## config.mk

```make
export PLATFORM = sky130hd
export DESIGN_NAME = btn_event_ctrl
export DESIGN_NICKNAME = d
export VERILOG_FILES = /design/src/rtl/btn_event_ctrl.sv
export SDC_FILE = /design/constraint.sdc
export NUM_CORES = 1
export LEC_CHECK = 0
export CORE_AREA = 3 3 95 74
export CTS_CLUSTER_SIZE = 24
export DETAILED_ROUTE_END_ITERATION = 12
export DIE_AREA = 0 0 98 77
export PLACE_DENSITY = 0.63
export SETUP_SLACK_MARGIN = 0.05
export SLEW_MARGIN = 20
export SYNTH_ARGS = -nofsm -noshare
export SYNTH_HDL_FRONTEND = slang
export SYNTH_SLANG_ARGS = --single-unit
```

## constraint.sdc

```tcl
create_clock -name clk -period 2.01 [get_ports clk]
set_input_delay 0.603 -clock clk [delete_from_list [all_inputs] [get_ports clk]]
set_output_delay 0.603 -clock clk [all_outputs]
set_load 0.1 [all_outputs]
```

## src/rtl/btn_event_ctrl.sv

```systemverilog
// Pushbutton front-end: shared sample tick, per-channel synchroniser and debouncer,
// pending-event capture and a fixed-priority valid/ack presenter. Define HOLD_REPEAT_EN for hold-to-repeat.
module btn_event_ctrl #(
  parameter int N_BTN        = 4,
  parameter int TICK_DIV     = 100000,
  parameter int STABLE_CNT   = 4,
  parameter int REPEAT_TICKS = 50,
  localparam int ID_W        = $clog2(N_BTN)
) (
  input  logic             clk,
  input  logic             rst,
  input  logic [N_BTN-1:0] btn_raw,
  output logic [N_BTN-1:0] btn_level,
  output logic             tick,
  output logic             evt_valid,
  output logic [ID_W-1:0]  evt_id,
  input  logic             evt_ack,
  output logic             overrun
);

  localparam int TW = (TICK_DIV > 1) ? $clog2(TICK_DIV) : 1;
  localparam logic [TW-1:0] TICK_LAST   = TW'(TICK_DIV - 1);
  localparam logic [3:0]    STABLE_LAST = 4'(STABLE_CNT - 1);

  typedef enum logic {IDLE = 1'b0, PRESENT = 1'b1} state_t;

  state_t           state;
  logic [TW-1:0]    div_cnt;
  logic [N_BTN-1:0] sync_a;
  logic [N_BTN-1:0] sync_b;
  logic [3:0]       db_cnt     [N_BTN];
  logic [3:0]       db_cnt_nxt [N_BTN];
  logic [N_BTN-1:0] level_nxt;
  logic [N_BTN-1:0] rise;
  logic [N_BTN-1:0] rep_hit;
  logic [N_BTN-1:0] pending;
  logic [N_BTN-1:0] clr;
  logic [ID_W-1:0]  pick_idx;

  // Sample-tick divider: tick is high for the cycle after the counter hits its last value.
  always_ff @(posedge clk or posedge rst) begin
    if (rst) begin
      div_cnt <= '0;
      tick    <= 1'b0;
    end else begin
      tick    <= (div_cnt == TICK_LAST);
      div_cnt <= (div_cnt == TICK_LAST) ? '0 : div_cnt + 1'b1;
    end
  end

  // Two-flop synchroniser for the asynchronous button inputs.
  always_ff @(posedge clk or posedge rst) begin
    if (rst) begin
      sync_a <= '0;
      sync_b <= '0;
    end else begin
      sync_a <= btn_raw;
      sync_b <= sync_a;
    end
  end

  // Stable-count debounce; a level flips only after STABLE_CNT consecutive mismatching ticks.
  always_comb begin
    level_nxt = btn_level;
    for (int i = 0; i < N_BTN; i++) begin
      db_cnt_nxt[i] = db_cnt[i];
      if (!tick) begin
        db_cnt_nxt[i] = db_cnt[i];
      end else if (sync_b[i] == btn_level[i]) begin
        db_cnt_nxt[i] = 4'd0;
      end else if (db_cnt[i] == STABLE_LAST) begin
        level_nxt[i]  = ~btn_level[i];
        db_cnt_nxt[i] = 4'd0;
      end else begin
        db_cnt_nxt[i] = db_cnt[i] + 4'd1;
      end
    end
    rise = level_nxt & ~btn_level;
  end

  // Debounced level and stable counters.
  always_ff @(posedge clk or posedge rst) begin
    if (rst) begin
      btn_level <= '0;
      for (int i = 0; i < N_BTN; i++) db_cnt[i] <= 4'd0;
    end else begin
      btn_level <= level_nxt;
      for (int i = 0; i < N_BTN; i++) db_cnt[i] <= db_cnt_nxt[i];
    end
  end

`ifdef HOLD_REPEAT_EN
  localparam int RW = $clog2(REPEAT_TICKS + 1);
  localparam logic [RW-1:0] REP_LAST = RW'(REPEAT_TICKS - 1);

  logic [RW-1:0] rep_cnt [N_BTN];

  // A held channel raises a repeat on every REPEAT_TICKS-th tick.
  always_comb begin
    rep_hit = '0;
    for (int i = 0; i < N_BTN; i++) begin
      rep_hit[i] = tick && btn_level[i] && (rep_cnt[i] == REP_LAST);
    end
  end

  // Repeat tick counters, held at zero while the button is released.
  always_ff @(posedge clk or posedge rst) begin
    if (rst) begin
      for (int i = 0; i < N_BTN; i++) rep_cnt[i] <= '0;
    end else begin
      for (int i = 0; i < N_BTN; i++) begin
        if (!btn_level[i]) begin
          rep_cnt[i] <= '0;
        end else if (tick) begin
          rep_cnt[i] <= rep_hit[i] ? '0 : rep_cnt[i] + 1'b1;
        end else begin
          rep_cnt[i] <= rep_cnt[i];
        end
      end
    end
  end
`else
  logic unused_repeat;
  assign rep_hit       = '0;
  assign unused_repeat = (REPEAT_TICKS > 0);
`endif

  // Lowest pending index wins; its bit is cleared as the FSM launches it.
  always_comb begin
    pick_idx = '0;
    for (int i = N_BTN - 1; i >= 0; i--) begin
      pick_idx = pending[i] ? ID_W'(i) : pick_idx;
    end
    if (state == IDLE && pending != '0) begin
      clr = N_BTN'(1) << pick_idx;
    end else begin
      clr = '0;
    end
  end

  // Pending events (a new set beats a same-cycle clear) and the sticky lost-press flag.
  always_ff @(posedge clk or posedge rst) begin
    if (rst) begin
      pending <= '0;
      overrun <= 1'b0;
    end else begin
      pending <= (pending & ~clr) | rise | rep_hit;
      if (|(rise & pending & ~clr)) begin
        overrun <= 1'b1;
      end else begin
        overrun <= overrun;
      end
    end
  end

  // Presenter FSM: holds one event stable until the consumer acks it.
  always_ff @(posedge clk or posedge rst) begin
    if (rst) begin
      state     <= IDLE;
      evt_valid <= 1'b0;
      evt_id    <= '0;
    end else begin
      case (state)
        IDLE: begin
          if (pending != '0) begin
            evt_valid <= 1'b1;
            evt_id    <= pick_idx;
            state     <= PRESENT;
          end else begin
            evt_valid <= 1'b0;
            state     <= IDLE;
          end
        end
        PRESENT: begin
          if (evt_ack) begin
            evt_valid <= 1'b0;
            state     <= IDLE;
          end else begin
            evt_valid <= 1'b1;
            state     <= PRESENT;
          end
        end
        default: begin
          evt_valid <= 1'b0;
          state     <= IDLE;
        end
      endcase
    end
  end

endmodule

```

==> results.txt <==
Total half-perimeter wirelength after legalization and detailed placement: 3.15 mm
Depth of the most critical reg-to-reg path: 4
Number of warnings reported in the yosys synthesis log: 0
Floorplan core area: 6220 um^2
Register area share after synthesis: 53.7%
Sum of internal, switching and leakage power: 0.00180 W
Effective utilization at floorplan: 40.4%
Static leakage: 1.30 nW
Number of antenna violations at the first check in global routing: 0
Chip Height: 77 um
Area growth syn-to-layout: 18.4%
Number of buffers added by the clock tree synthesis step: 5
Worst reg2reg startpoint: div_cnt[0]$_DFF_PP0_
Resized Gates After CTS: 0
Area of the mapped netlist: 2520 um^2
Synthesized instance count: 223
Most common library cell in the layout ignoring fill and taps: dfrtp_1
Status: finished clean
Kind of start point of the critical path: register
Setup repair after global routing missed its margin: false
HP Start: sync_a[2]$_DFF_PP0_
CTS Buffer Depth: 2
Post CTS Setup Buffer Count: 0
Clock tree from TritonCTS: built
Syn_nets: 235
Pins over their slew limit: 0
Final number of hold-violating endpoints: 0
Maximum clock frequency: 554 MHz
Clock network latency to the later pin of the worst-skew pair: 0.30 ns
First-pass GRT wire length: 7.85 mm
IO Pins: 16
# fillers: 566
Row cnt: 25
Cell taking the most area after synthesis: dfrtp_1
Kind of end point of the critical path: output pin
Clock root buffer: clkbuf_8
Area share of the largest cell type after synthesis: 53.7%
Relative slew slack: 61.1%
Maximum number of pins on one net before global-route repair: 55
Tmin final: 1.81 ns
Flip-flop and latch count after synthesis: 54
Antenna diode count: 0
Distinct cell type count after synthesis: 47
Setup skew after layout: 0.0110 ns
Residual overflow from global routing: 0
Level count of the clock H-tree: 2
Multi-input gate area: 1090 um^2
Crit path launch: tick$_DFF_PP0_
EDFF count, synth: 0
Portion of the clock cycle consumed by the worst path in the final layout: 89.8%
Layout Nets: 257
Arrival time worst endpoint: 1.20 ns
Maximum capacitance violations: 0
Post-CTS Hold Fix Bufs: 0
Via/cell ratio: 5.06
Clock sink count: 54
Finished Layout Cells: 327
Placer congestion estimate: 0.765
Summed negative setup slack over all endpoints: 0 ns
Area contributors post-synth: dfrtp_1, xnor2_1, xor2_1
Average wire per standard cell: 13.4 um
Share of final-layout standard cells stronger than drive strength 1: 17.1%
Worst hold margin: 0.358 ns
Count of vias placed by the detailed router: 1653
Area of the die: 7550 um^2
Detailed Routing Iterations Pass 1: 4
Primary flip-flop cell chosen by synthesis mapping: dfrtp_1
DR DRC count: 0
Number of buffer cells added on primary ports: 15
Category of the most critical setup path: register to output pin
Number of routed nets with antenna violations: 0
Total routing usage reported by global routing: 12.8%
Horiz. Die Dim: 98 um
Vias in the first global route: 1658
Hold Path Class: register to register
Most frequent cells in the layout: dfrtp_1, nand2_1, nor2_1
Crit Path Max Fanout: 23
Cell depth of the worst min-delay path: 0
Detailed router's first-iteration violation count: 88
Clock slew at reported path FFs: 0.10 ns
Worst IR drop on VDD: 332 uV
Required time reported for the critical path endpoint: 1.41 ns
Number of setup violations in the final report: 0
Number of placed instances, taps included: 319
Total power divided by cell area: 605 nW/um^2
Pin slew with the least headroom to its limit: 0.576 ns
Async SR Flop Fraction: 100%
Overall routed net length: 4.39 mm
Post-Syn Area per Cell: 11.3 um^2
Sequential standard cell area: 1350 um^2
-- cell usage after synthesis (all sizes together), types with 3 or more instances --
cell,number
dfrtp,54
nand2,17
nor2,16
nand3,14
inv,13
o21ai,12
xnor2,8
xor2,8
nand4,7
nor2b,6
ha,5
mux2,5
mux2i,5
buf,4
nand3b,4
nand4b,4
nor4,4
and3,3
nor3,3
o22a,3
o22ai,3
-- kinds of logic (layout without fill, tap and decap cells) --
group	Yosys count	after routing	synth area share [%]
multiplexers	10	10	4.23
AND/OR/NAND/NOR	87	87	21.6
AO/OA/AOI/OAI	33	33	9.55
adder cells (fa/ha/maj)	5	5	2.49
buffers and inverters	18	41	2.88
XOR/XNOR	16	16	5.57
flip-flops	54	54	53.7
-- area by class of cell --
type,count,share of cell area [%]
tap,81,3.40
timing repair buffer,20,9.74
clock inverter,2,0.420
multi-input combinational,151,36.7
clock buffer,6,2.77
inverter,13,1.64
sequential,54,45.4
-- state kept, by name, indices dropped and copies added, names as in the netlist --
name       count
sync_a         4
pending        4
evt_id         2
overrun        1
sync_b         4
state          1
db_cnt        16
div_cnt       17
btn_level      4
tick           1
-- per-stage QoR --
stage | area (um^2) | utilization (%) | setup WS, ns
after floorplan | 2520 | - | 0.0465
after global placement | 2880 | 46.3 | 0.326
after detailed placement | 2880 | 46.3 | 0.250
after CTS | 2980 | 47.9 | 0.196
after global routing | 2980 | 47.9 | 0.0701
final | 2980 | 47.9 | 0.204
-- worst max-delay path: stages, from the launching register on --
cell and delay [ns]:
dfrtp_1 0.41, buf_4 0.28, buf_12 0.21
-- report_power, final --
group | leakage (nW) | internal [W] | switching, W | total, W
logic | 0.530 | 0.0000319 | 0.0000506 | 0.0000825
clock network | 0.0472 | 0.000277 | 0.000341 | 0.000618
registers | 0.721 | 0.00110 | 0.00000729 | 0.00110
-- per-layer routing --
metal  GRT usage (%)  routed length (um)  vias up
li1                -                   -      835
met1            19.4                2380      797
met2            17.7                1850       17
met3            3.27                  99        4
met4            4.15                  53        0
met5               0                   0        -
-- path summary, 6_finish.rpt --
path / endpoint / slack (ns)
worst max-delay path: tick / 0.20
min in group asynchronous: div_cnt[12]$_DFF_PP0_ / 0.66
worst min-delay path: sync_b[2]$_DFF_PP0_ / 0.36
max in group asynchronous: state$_DFF_PP0_ / 1.10
worst min register to register: sync_b[2]$_DFF_PP0_ / 0.36
worst max register to register: div_cnt[9]$_DFF_PP0_ / 0.27
Power figures use the tool's default switching activity.
